==> src/rtl/fetch_stage.sv <==
// Instruction fetch stage: owns the PC, issues single-cycle instruction
// memory requests and loads the IF/ID pipeline register. A one-entry skid
// buffer parks a word that arrives while the pipeline is stalled.
//
//   state | meaning
//   ------+-----------------------------------------------------------
//   FETCH | request outstanding at PC (imem_req=1)
//   HOLD  | fetched word parked in skid buffer, waiting for advance
module fetch_stage #(
  parameter logic [31:0] RESET_PC = 32'h0000_0000
) (
  input  logic        clk,
  input  logic        rst_n,
  input  logic        pc_write,
  input  logic        ifid_write,
  input  logic        flush,
  input  logic [31:0] branch_target,
  output logic        imem_req,
  output logic [31:0] imem_addr,
  input  logic        imem_ready,
  input  logic [31:0] imem_rdata,
  output logic [31:0] if_instr,
  output logic [31:0] if_pc4,
  output logic        if_valid
);

  typedef enum logic {
    FETCH = 1'b0,
    HOLD  = 1'b1
  } state_t;

  state_t      r_state;
  logic [31:0] r_pc;
  logic [31:0] r_if_instr;
  logic [31:0] r_if_pc4;
  logic        r_if_valid;
  // The skid buffer holds a word exactly when the FSM is in HOLD.
  logic [31:0] r_skid_instr;
  logic [31:0] r_skid_pc4;

  state_t      w_state_nxt;
  logic [31:0] w_pc_nxt;
  logic [31:0] w_if_instr_nxt;
  logic [31:0] w_if_pc4_nxt;
  logic        w_if_valid_nxt;
  logic [31:0] w_skid_instr_nxt;
  logic [31:0] w_skid_pc4_nxt;

  logic        w_fetch_done;
  logic        w_advance;
  logic [31:0] w_pc_plus4;

  // A mismatched pair of write enables counts as a stall.
  assign w_fetch_done = (r_state == FETCH) && imem_ready;
  assign w_advance    = pc_write && ifid_write;
  assign w_pc_plus4   = r_pc + 32'd4;

  assign imem_req  = (r_state == FETCH) && rst_n;
  assign imem_addr = r_pc;
  assign if_instr  = r_if_instr;
  assign if_pc4    = r_if_pc4;
  assign if_valid  = r_if_valid;

  // State register.
  always_ff @(posedge clk or negedge rst_n) begin
    if (!rst_n) begin
      r_state <= FETCH;
    end else begin
      r_state <= w_state_nxt;
    end
  end

  // Next-state and datapath decisions; flush outranks stall and fetch data.
  always_comb begin
    w_state_nxt      = r_state;
    w_pc_nxt         = r_pc;
    w_if_instr_nxt   = r_if_instr;
    w_if_pc4_nxt     = r_if_pc4;
    w_if_valid_nxt   = r_if_valid;
    w_skid_instr_nxt = r_skid_instr;
    w_skid_pc4_nxt   = r_skid_pc4;
    if (flush) begin
      w_pc_nxt       = branch_target;
      w_if_instr_nxt = 32'h0;
      w_if_valid_nxt = 1'b0;
      w_state_nxt    = FETCH;
    end else begin
      case (r_state)
        FETCH: begin
          if (w_fetch_done) begin
            if (w_advance) begin
              w_if_instr_nxt = imem_rdata;
              w_if_pc4_nxt   = w_pc_plus4;
              w_if_valid_nxt = 1'b1;
              w_pc_nxt       = w_pc_plus4;
            end else begin
              w_skid_instr_nxt = imem_rdata;
              w_skid_pc4_nxt   = w_pc_plus4;
              w_state_nxt      = HOLD;
            end
          end else if (w_advance) begin
            // Nothing arrived: push a bubble, keep if_pc4 as it was.
            w_if_instr_nxt = 32'h0;
            w_if_valid_nxt = 1'b0;
          end
        end
        HOLD: begin
          if (w_advance) begin
            w_if_instr_nxt = r_skid_instr;
            w_if_pc4_nxt   = r_skid_pc4;
            w_if_valid_nxt = 1'b1;
            w_pc_nxt       = w_pc_plus4;
            w_state_nxt    = FETCH;
          end
        end
        default: w_state_nxt = FETCH;
      endcase
    end
  end

  // PC, IF/ID and skid buffer registers.
  always_ff @(posedge clk or negedge rst_n) begin
    if (!rst_n) begin
      r_pc         <= RESET_PC;
      r_if_instr   <= 32'h0;
      r_if_pc4     <= 32'h0;
      r_if_valid   <= 1'b0;
      r_skid_instr <= 32'h0;
      r_skid_pc4   <= 32'h0;
    end else begin
      r_pc         <= w_pc_nxt;
      r_if_instr   <= w_if_instr_nxt;
      r_if_pc4     <= w_if_pc4_nxt;
      r_if_valid   <= w_if_valid_nxt;
      r_skid_instr <= w_skid_instr_nxt;
      r_skid_pc4   <= w_skid_pc4_nxt;
    end
  end

endmodule

==> config.mk <==
export PLATFORM = sky130hd
export DESIGN_NAME = fetch_stage
export DESIGN_NICKNAME = d
export VERILOG_FILES = /design/src/rtl/fetch_stage.sv
export SDC_FILE = /design/constraint.sdc
export NUM_CORES = 1
export LEC_CHECK = 0
export BUFFER_PORTS_ARGS = -buffer_cell sky130_fd_sc_hd__buf_2
export CAP_MARGIN = 20
export CORE_AREA = 3 3 180 182
export CTS_CLUSTER_SIZE = 20
export DETAILED_ROUTE_END_ITERATION = 16
export DIE_AREA = 0 0 183 185
export GPL_TIMING_DRIVEN = 1
export PLACE_DENSITY = 0.44
export SYNTH_ARGS = -nofsm -noshare
export SYNTH_HDL_FRONTEND = slang
export SYNTH_SLANG_ARGS = --single-unit
export TNS_END_PERCENT = 50
==> constraint.sdc <==
create_clock -name clk -period 1.81 [get_ports clk]
set_input_delay 0.362 -clock clk [delete_from_list [all_inputs] [get_ports clk]]
set_output_delay 0.362 -clock clk [all_outputs]
set_load 0.01 [all_outputs]
# Word level (Yosys, flattened, before mapping)

Cells that the tools add are included.

Bits in registers: 162
Latch bits: 0
Bits in writable memories: 0
Bits in read-only memories: 0
Bits of input ports: 70
Logic and storage cells: 47
Memories kept: 0

Add/sub/neg operators: 1
Multiply operators: 0
Div/mod/pow operators: 0
Magnitude comparators: 0
Equality and inequality tests: 7
Shifts and indexed selects: 0
Multiplexer cells: 23
Bitwise gates (word level): 3
Reduce and logical (&&, ||, !) cells: 6

Operators by type and width:

| kind                                           | count |
|---|---|
| two-way mux 32 bit                             | 11 |
| case mux 32 bit (2 select lines)               | 3 |
| adder 32 x 3 -> 32 bit (second input constant) | 1 |
| AND reduction 4 bit                            | 2 |
| two-way mux 1 bit                              | 7 |
| != test 3 bit (second input constant)          | 2 |
| != test 2 bit (second input constant)          | 2 |
| != test 4 bit (second input constant)          | 1 |
| case mux 1 bit (2 select lines)                | 2 |
| logical AND 1 bit                              | 3 |
| != test 3 x 2 -> 1 bit (second input constant) | 1 |
| inverter 1 bit                                 | 3 |
| != test 2 x 1 -> 1 bit (second input constant) | 1 |
| AND reduction 2 bit                            | 1 |

# Longest topological paths before layout

Gate-level depths: netlist (run 1).

Word-level depth: 5
Gate-level depth with buffers: 8
Gate-level depth less buffers: 6

# Least setup slack after synthesis (run 1)

No wires, ideal clock.

Path type: reg-to-reg
Start: reg r_pc[2] (netlist: imem_addr[2])
End: reg r_if_pc4[26] (netlist: if_pc4[26])
Library setup time: 0.130 ns
Arrival time: 1.742 ns
Required time: 1.680 ns
Setup slack: -0.062 ns
Cell stages (with the launch flop): 7
Buffers on the path: 0
Cells stage by stage: dfrtp_1 > ha_1 > and4_1 > nand4_4 > o31a_1 > o31ai_1 > o21ai_1

Word-level cells in the longest chain between the ends: 4

Ends and longest elaborated chain:

| what                             | RTL line | RTL |
|---|---|---|
| start, declared                  | 33       | `logic [31:0] r_pc;` |
| start signal, assigned           | 131      | `r_pc <= w_pc_nxt;` |
| adder 32 x 3 -> 32 bit           | 56       | `assign w_pc_plus4 = r_pc + 32'd4;` |
| two-way mux 32 bit               | 91       | `if (w_advance) begin` |
| two-way mux 32 bit               | 90       | `if (w_fetch_done) begin` |
| case mux 32 bit (2 select lines) | 88       | `case (r_state)` |
| end signal, assigned             | 133      | `r_if_pc4 <= w_if_pc4_nxt;` |
| end, declared                    | 35       | `logic [31:0] r_if_pc4;` |

Every way passes these cells. The select of a mux whose other input is x is not followed.
A chain may end at the register's enable or synchronous reset.

# Worst setup path in the final report (run 1)

Start: reg r_pc[2] (netlist: imem_addr[2])
End: reg r_pc[31] (netlist: imem_addr[31])

Word-level cells in the longest chain between the ends: 5

Ends and longest elaborated chain:

| what                                 | RTL line | RTL |
|---|---|---|
| adder 32 x 3 -> 32 bit (*)           | 56       |  |
| two-way mux 32 bit (*)               | 91, 108  |  |
| two-way mux 32 bit                   | 90       |  |
| case mux 32 bit (2 select lines) (*) | 88       |  |
| two-way mux 32 bit (*)               | 82       | `if (flush) begin` |

Mark *: on every way between the ends. The rest lies on a longest branch, timed or not. The select of a mux whose other input is x is not followed.

==> flow_summary.toml, run 1 <==
[layout]
syn_to_final_growth_pct = 34.9
layout_common_cells = "165 x buf_2, 160 x dfrtp_1, 124 x nand2_1, 84 x o21ai_0, 81 x buf_4"
layout.nets = 1053
final_core_util_pct = 33.6
drive_above_1_share_pct = 37.3
layout_commonest_cell = "buf_2"
diodes = 0

[worst_setup_path]
startpoint = "imem_addr[2]$_DFFE_PN0P_"
worstSetupPathType = "reg2reg"
cpPeakStageDelay_ps = 390
crit_chain = "buf_4 -> nand2_2 -> or2_0 -> buf_4 -> nor4_2 -> xnor2_1 -> o21ai_1"
crit_top_cell = "buf_4"
cpMaxStageDelayCell = "dfrtp_2"
critical_path_arrival_ps = 2080
critPathLaunchType = "flip-flop"
critPathCaptureType = "flip-flop"
r2r-start = "imem_addr[2]$_DFFE_PN0P_"
crit_required_ps = 2110
critPathMaxFanout = 10

[hold_path]
worstHoldStart = "branch_target[9]"
hold_class = "in2reg"

[clock_tree]
tritoncts = "built"
cts_root_buf = "clkbuf_16"
clk_latency_ps = 430
path_clk_slew_ps = 80
cts.sinks = 162
htreeDepth = 4
clk_path_buf_depth = 2
cts_inserted_buffers = 17

[placed_design]
io_buffers = 167
dp_hpwl_um = 17900
routabilityCongestion = 0.804

[global_route]
grt_pass1_wl_um = 39700
antenna_found_initial = 0
use_met1_pct = 22.5
gr-usage-all-layers_pct = 15.1
grt_pass1_vias = 6501
use_met2_pct = 22.9
busiest_layer = "met2"
grt_max_degree = 66
met3_usage_pct = 3.12
gr-total-overflow = 0

[yosys]
yosysSeqAreaShare_pct = 52.9
syn_nets = 835
synth_seq_cells = 162
ys_warn_count = 0
syn_inst = 764
synth_flop_cell = "dfrtp_1"
syn_avg_cell_area_um2 = 10.0
ys_types = 48
synth_top_area_share_pct = 52.9
synth_enable_flop_cells = 0
async_flop_share_pct = 100
syn_area_mm2 = 0.00766
synthTopCellsByArea = "dfrtp_1 53%, nand2_1 6.2%, mux2_2 5.9%, o21ai_0 5.6%, a22oi_1 3.2%"
yosys.area.top_type = "dfrtp_1"

[power_and_ir_drop]
switching_power_mw = 3.08
peakVddDrop_mv = 0.636
combPwrFrac_pct = 18.8
power_mw = 10.5
pwr-share-clk_pct = 38.0
p_sw_share_pct = 29.3
leakage_nw = 4.74
pwr-share-seq_pct = 43.2
intPower_mw = 7.43
power_density_mw_per_mm2 = 1020

[floorplanning]
die_w_um = 183
core_mm2 = 0.0307
start_util_pct = 24.9
die_y_um = 185
die_area_mm2 = 0.0339
rows = 64
io_pins = 168

[routing]
dr.pass1.iters = 5
ant_nets = 0
drtIter0Drc = 326
viasPerCell = 4.64
wl_per_cell_um = 18.2
vias = 6456
drc_errors = 0
drt_wl_total_um = 25300

[timing]
timing.fmax_ghz = 0.562
rsz0062_at_grt = "yes"
worst-slew-pin-transition_ps = 637
slew-limit-headroom_pct = 57.5
drv_slew = 0
setup_violations = 0
hold_viol_final = 0
clock_skew_ps = 17.5
period_needed_ps = 1780
min_period_over_period_pct = 98.3

[status]
status = "complete, no violations"

[job]
drv_cap = 0
flip-flops by register name, indices dropped and copies added (netlist names):
| signal | cells |
|---|---|
| r_skid_pc4 | 32 |
| if_pc4 | 32 |
| imem_addr | 32 |
| r_state | 1 |
| r_skid_instr | 32 |
| if_instr | 32 |
| if_valid | 1 |
final timing paths:
kind | endpoint | slack (ps) | cells after the start
max in group asynchronous | if_instr[11]$_DFFE_PN0P_ | 650 | 3
hold reg to reg | if_valid$_DFFE_PN0P_ | 470 | 2
min in group asynchronous | r_skid_instr[30]$_DFFE_PN0P_ | 310 | 2
setup / recovery | imem_addr[31]$_DFFE_PN0P_ | 30 | 7
hold / removal | imem_addr[9]$_DFFE_PN0P_ | 140 | 3
setup reg to reg | imem_addr[31]$_DFFE_PN0P_ | 30 | 7
worst max-delay path, delay by kind of cell, from the launching register on:
kind	cells	cell delay (ps)
and+or+nand+nor	3	680
buffers and inverters	2	340
DFF	1	390
AOI/OAI and AO/OA	1	70
xor gates and xnor gates	1	160
per-stage QoR:
stage	hold WS, ps	TNS (ps)	instances	area [um^2]	worst slack (ps)
2_1_floorplan	66.4	0	764	7660	5.29
3_3_place_gp	184	-29.4	1354	9480	-17.2
3_5_place_dp	184	-264	1354	9480	-44.2
4_1_cts	117	0	1388	10100	8.60
5_1_grt	136	-531	1391	10300	-57.5
6_report	141	0	1391	10300	31.4
power by group through the flow:
stage	logic [mW]	clock network [mW]	registers, mW
after floorplan	0.884	0	4.67
after CTS	1.98	4.14	4.54
after global routing	2.21	4.29	4.62
after global placement	1.96	0	4.58
final	1.97	3.99	4.54
after detailed placement	1.97	0	4.60
cells by family after synthesis:
| kind of cell | count (synthesis) | synth area share [%] |
|---|---|---|
| compound gates | 189 | 14.4 |
| xor+xnor | 40 | 4.57 |
| fa+ha+maj | 1 | 0.163 |
| buf+inv | 69 | 3.92 |
| flops | 162 | 52.9 |
| mux | 44 | 6.40 |
| simple gates | 259 | 17.6 |
timing repair:
| action | in CTS | in global routing |
|---|---|---|
| hold endpoints to repair | 23 | 0 |
| setup endpoints to repair | 15 | 34 |
| pin swaps | 1 | 7 |
| setup buffers | 1 | 3 |
| resized for setup | 6 | 30 |
| hold buffers | 1 | 0 |
cell usage after synthesis, types with 3 or more instances:
library cell / count
nor4_2: 6
xor2_1: 15
a21oi_1: 23
buf_4: 5
inv_1: 11
and2_1: 3
clkbuf_1: 36
o211ai_1: 3
a31oi_1: 5
buf_1: 4
o31ai_1: 4
nand2b_1: 6
nand3_1: 17
nor3_1: 25
nand3_2: 3
and3_1: 13
dfrtp_1: 162
a22oi_1: 33
o221ai_1: 6
buf_2: 12
o21ai_0: 86
nor2b_1: 3
nor2_1: 21
nand4_1: 13
mux2i_1: 4
mux2_2: 40
o31a_1: 3
o21ai_1: 20
and4_1: 9
nand2_1: 127
xnor2_1: 25
per-layer routing:
layer	wire length, um	up-vias
met5	0	-
met4	140	0
met3	1320	10
met2	11000	187
met1	12800	3119
li1	-	3140
cell type report:
cell class / instances / area [um^2]
Clock inverter: 13 / 199
Sequential cell: 162 / 4060
Tap cell: 396 / 495
Clock buffer: 19 / 433
Inverter: 11 / 41.3
Fill cell: 3200 / 20400
Multi-Input combinational cell: 533 / 3500
Timing Repair Buffer: 257 / 1610
Power figures use the tool's default switching activity.
==> run 2, diff against run 1 <==
- REMOVE_ABC_BUFFERS: not set -> 1
==> flow_summary.toml, run 2 (same netlist as run 1, synthesis figures left out) <==
[worst_setup_path]
cpMaxStageDelayCell = "or4_4"
critPathMaxFanout = 7
critPathTopFamily = "simple AND/OR/NAND/NOR gates"
regToRegSetupSlack_ps = 60
cp.buffers_inverters = 1
reg2reg_depth = 6
crit_end = "imem_addr[22]$_DFFE_PN0P_"
cpPeakStageDelay_ps = 470
crit_required_ps = 2170
r2r-start = "imem_addr[3]$_DFFE_PN0P_"
worstSetupPathType = "reg2reg"
critPathCaptureType = "flip-flop"
reg2reg_to = "imem_addr[22]$_DFFE_PN0P_"
cp.depth = 6
critPathLaunchType = "flip-flop"
crit_chain = "ha_4 -> and4_4 -> nand4_4 -> buf_12 -> or4_4 -> nand3_2"
startpoint = "imem_addr[3]$_DFFE_PN0P_"
critical_path_arrival_ps = 2110

[clock_tree]
path_clk_slew_ps = 70
cts.sinks = 162
cts_root_buf = "clkbuf_16"
tritoncts = "built"
clk_path_buf_depth = 2
cts_inserted_buffers = 17
clk_latency_ps = 430
htreeDepth = 4

[floorplanning]
die_w_um = 183
die_area_mm2 = 0.0339
rows = 64
die_y_um = 185
io_pins = 168
core_mm2 = 0.0307
start_util_pct = 24.9

[global_route]
gr-total-overflow = 0
gr-usage-all-layers_pct = 15.4
grt_max_degree = 61
grt_pass1_wl_um = 40000
antenna_found_initial = 0
grt_pass1_vias = 6579

[power_and_ir_drop]
pwr-share-seq_pct = 45.2
combPwrFrac_pct = 19.8
peakVddDrop_mv = 0.597
leakage_nw = 4.83
power_density_mw_per_mm2 = 961
power_mw = 10.0
pwr-share-clk_pct = 35.0
p_sw_share_pct = 30.9
switching_power_mw = 3.10
intPower_mw = 6.93

[placed_design]
routabilityCongestion = 0.789
placed_cells = 1355
dp_hpwl_um = 17900
pre_cts_slack_ps = -85.2
io_buffers = 167

[timing]
worst-slew-pin-transition_ps = 603
period_needed_ps = 1750
setup_violations = 0
fin_setup_tns_ps = 0
timing.fmax_ghz = 0.571
drv_slew = 0
rsz0062_at_grt = "yes"
min_period_over_period_pct = 96.8
slew-limit-headroom_pct = 59.8
fin_ws_ps = 58.3
hold_viol_final = 0
clock_skew_ps = 13.4

[layout]
layout_common_cells = "166 x buf_2, 156 x dfrtp_1, 125 x nand2_1, 84 x buf_4, 81 x o21ai_0"
syn_to_final_growth_pct = 36.3
fillCellCount = 3237
drive_above_1_share_pct = 39.2
layout.nets = 1061
layout.cells.non_filler = 1400
layout_commonest_cell = "buf_2"
regArea_mm2 = 0.00406
multi_input_area_mm2 = 0.00356

[routing]
viasPerCell = 4.67
vias = 6531
drc_errors = 0
dr.pass1.iters = 4
drtIter0Drc = 292
wl_per_cell_um = 18.6
drt_wl_total_um = 26000
ant_nets = 0

[hold_path]
hold_class = "in2reg"

[job]
drv_cap = 0

[status]
status = "complete, no violations"
-- run 2: worst min-delay path by stage --
stage	from	to	slack (ps)	cells after the start
after floorplan	rst_n	if_instr[0]$_DFFE_PN0P_	70	0
after global placement	rst_n	if_instr[24]$_DFFE_PN0P_	190	1
after CTS	branch_target[9]	imem_addr[9]$_DFFE_PN0P_	130	3
final	branch_target[9]	imem_addr[9]$_DFFE_PN0P_	140	3
after global routing	branch_target[8]	imem_addr[8]$_DFFE_PN0P_	130	3
after detailed placement	rst_n	if_instr[23]$_DFFE_PN0P_	180	1
-- run 2: power by group through the flow --
stage               sequential, mW  combinational (mW)  clock (mW)
detailed placement            4.59                1.96           0
finish                        4.53                1.99        3.51
floorplan                     4.71               0.784           0
global placement              4.57                1.95           0
global route                  4.61                2.21        3.79
CTS                           4.52                1.97        3.64
-- run 2: routing by layer --
metal  part of all wire [%]  GRT usage, %  vias to the layer above
li1                       -             -                     3153
met1                     50          21.9                     3221
met2                     46          24.6                      150
met3                    3.9          3.20                        7
met4                   0.48          2.53                        0
met5                      0             0                        -
-- run 2: worst register-to-register path: cells and delay by family (launching register included) --
family        cells  cell delay, ps
flops             1             390
fa+ha+maj         1             160
buf+inv           1             190
simple gates      4             960
-- run 2: stage by stage --
| stage | instance area (um^2) | hold WS [ps] | util, % |
|---|---|---|---|
| finish | 10400 | 140 | 33.9 |
| floorplan | 7400 | 66.4 | - |
| global route | 10400 | 135 | 33.9 |
| global placement | 9520 | 187 | 31.0 |
| detailed placement | 9520 | 185 | 31.0 |
| CTS | 10100 | 126 | 32.9 |
-- run 2: what timing repair did --
item	in CTS	in global routing
hold buffers	1	0
setup endpoints to repair	13	51
cloned	0	1
setup buffers	0	10
pin swaps	1	22
endpoints found under the hold margin	8	0
resized for setup	5	60
-- run 2: final cells by class --
| cell class | count | share of cell area (%) |
|---|---|---|
| multi-input combinational | 533 | 34.1 |
| clock inverter | 14 | 1.13 |
| timing repair buffer | 265 | 16.5 |
| sequential | 162 | 38.9 |
| antenna | 1 | 0.0240 |
| clock buffer | 18 | 4.21 |
| tap | 396 | 4.75 |
| inverter | 11 | 0.396 |
==> run 3, diff against run 2 <==
- CORE_AREA: 3 3 180 182 -> 2 2 179 181
- DIE_AREA: 0 0 183 185 -> 0 0 181 183
==> flow_summary.toml, run 3 (same netlist as run 1, synthesis figures left out) <==
[status]
status = "complete, no violations"

[routing]
vias = 6550
drc_errors = 0
drt_wl_total_um = 25900
ant_nets = 0
viasPerCell = 4.68
dr.pass1.iters = 4
drtIter0Drc = 504
wl_per_cell_um = 18.5

[clock_tree]
cts.sinks = 162
htreeDepth = 4
cts_inserted_buffers = 17
clk_path_buf_depth = 2
clk_latency_ps = 440
path_clk_slew_ps = 70
tritoncts = "built"
cts_root_buf = "clkbuf_16"

[floorplanning]
core_mm2 = 0.0312
io_pins = 168
rows = 65
die_area_mm2 = 0.0331
die_y_um = 183
die_w_um = 181
start_util_pct = 24.5

[layout]
final_cell_area_mm2 = 0.0103
layout.nets = 1057
final_core_util_pct = 33.0
layout_common_cells = "165 x buf_2, 161 x dfrtp_1, 125 x nand2_1, 82 x buf_4, 80 x o21ai_0"
diodes = 0
layout_commonest_cell = "buf_2"
drive_above_1_share_pct = 37.2
syn_to_final_growth_pct = 34.6

[global_route]
gr-total-overflow = 0
antenna_found_initial = 0
gr-usage-all-layers_pct = 15.6
grt_pass1_vias = 6502
grt_max_degree = 163
grt_pass1_wl_um = 39500

[timing]
period_needed_ps = 1780
min_period_over_period_pct = 98.4
slew-limit-headroom_pct = 34.2
rsz0062_at_grt = "yes"
worst-slew-pin-transition_ps = 987
setup_violations = 0
clock_skew_ps = 11.4
hold_viol_final = 0
drv_slew = 0
timing.fmax_ghz = 0.561

[worst_setup_path]
regToRegSetupSlack_ps = 30
crit_chain = "ha_2 -> and4_4 -> nand4_4 -> buf_4 -> o21a_1 -> nor3_1 -> o21ai_0"
cpMaxStageDelayCell = "dfrtp_1"
critPathLaunchType = "flip-flop"
crit_required_ps = 2120
critPathCaptureType = "flip-flop"
cp.depth = 7
cpPeakStageDelay_ps = 350
r2r-start = "imem_addr[2]$_DFFE_PN0P_"
reg2reg_to = "if_pc4[20]$_DFFE_PN0P_"
worstSetupPathType = "reg2reg"
reg2reg_depth = 7
critical_path_arrival_ps = 2090
critPathTopFamily = "simple AND/OR/NAND/NOR gates"
critPathMaxFanout = 5
startpoint = "imem_addr[2]$_DFFE_PN0P_"
cp.buffers_inverters = 1

[power_and_ir_drop]
pwr-share-clk_pct = 36.1
combPwrFrac_pct = 19.5
power_density_mw_per_mm2 = 987
pwr-share-seq_pct = 44.4
intPower_mw = 7.07
p_sw_share_pct = 30.5
switching_power_mw = 3.10
leakage_nw = 4.75
peakVddDrop_mv = 0.662

[placed_design]
routabilityCongestion = 0.768
place_area_mm2 = 0.00940
dp_hpwl_um = 17200
io_buffers = 167

[hold_path]
hold_class = "in2async"

[job]
drv_cap = 0
run 3: cell count changes in the layout (fill, tap and decap cells not counted), moves of 3 or more:
cell	change
nor3_2	-4
buf_6	+3
buf_12	-5
inv_6	-3
dfrtp_2	-5
nor3_1	+6
dfrtp_1	+5
run 3: metrics by stage:
stage                     setup WS, ps  hold WS [ps]  instances  setup TNS (ps)  total power [mW]
after floorplan                  -3240          66.4        706         -300860              5.50
after global placement            -104           454       1352            -567              6.49
after detailed placement          -111           460       1352            -820              6.52
after CTS                        -31.1           118       1388           -42.7              10.3
after global routing             -57.2           135       1401            -320              10.7
final                             28.6          1.92       1401               0              10.2
run 3: final cells by class:
| class | count | area [um^2] |
|---|---|---|
| Tap cell | 402 | 503 |
| Clock buffer | 20 | 457 |
| Fill cell | 3272 | 20900 |
| Timing Repair Buffer | 260 | 1650 |
| Sequential cell | 162 | 4060 |
| Clock inverter | 12 | 121 |
| Multi-Input combinational cell | 534 | 3480 |
| Inverter | 11 | 41.3 |
run 3: how the worst max path moves through the flow:
| stage | to | slack [ps] |
|---|---|---|
| after global routing | if_pc4[20]$_DFFE_PN0P_ | -60 |
| after floorplan | r_skid_instr[0]$_DFFE_PN0P_ | -3240 |
| after global placement | imem_addr[21]$_DFFE_PN0P_ | -100 |
| final | if_pc4[20]$_DFFE_PN0P_ | 30 |
| after CTS | imem_req | -30 |
| after detailed placement | if_pc4[20]$_DFFE_PN0P_ | -110 |
run 3: power by group through the flow:
stage | registers (mW) | clock network, mW | logic (mW)
finish | 4.51 | 3.67 | 1.98
global placement | 4.56 | 0 | 1.93
global route | 4.59 | 3.93 | 2.21
floorplan | 4.71 | 0 | 0.784
detailed placement | 4.57 | 0 | 1.95
CTS | 4.51 | 3.79 | 1.96
run 3: metal layers:
metal / global-route usage (%) / wire length, um / share of wire (%)
met1: 21.6 / 12300 / 48
met2: 25.0 / 12100 / 47
met3: 3.22 / 1240 / 4.8
met4: 3.80 / 256 / 0.99
met5: 0 / 0 / 0
run 3: worst reg2reg max path, stage by stage (launching register included):
cell,delay (ps)
dfrtp_1,350
ha_2,190
and4_4,290
nand4_4,150
buf_4,190
o21a_1,190
nor3_1,180
o21ai_0,110
run 3: what timing repair did:
item / 4_1_cts / 5_1_grt
gates cloned: 2 / 1
gates resized for setup: 14 / 32
setup endpoints to repair: 38 / 52
pin swaps: 2 / 11
hold buffers: 0 / 0
setup buffers: 2 / 12
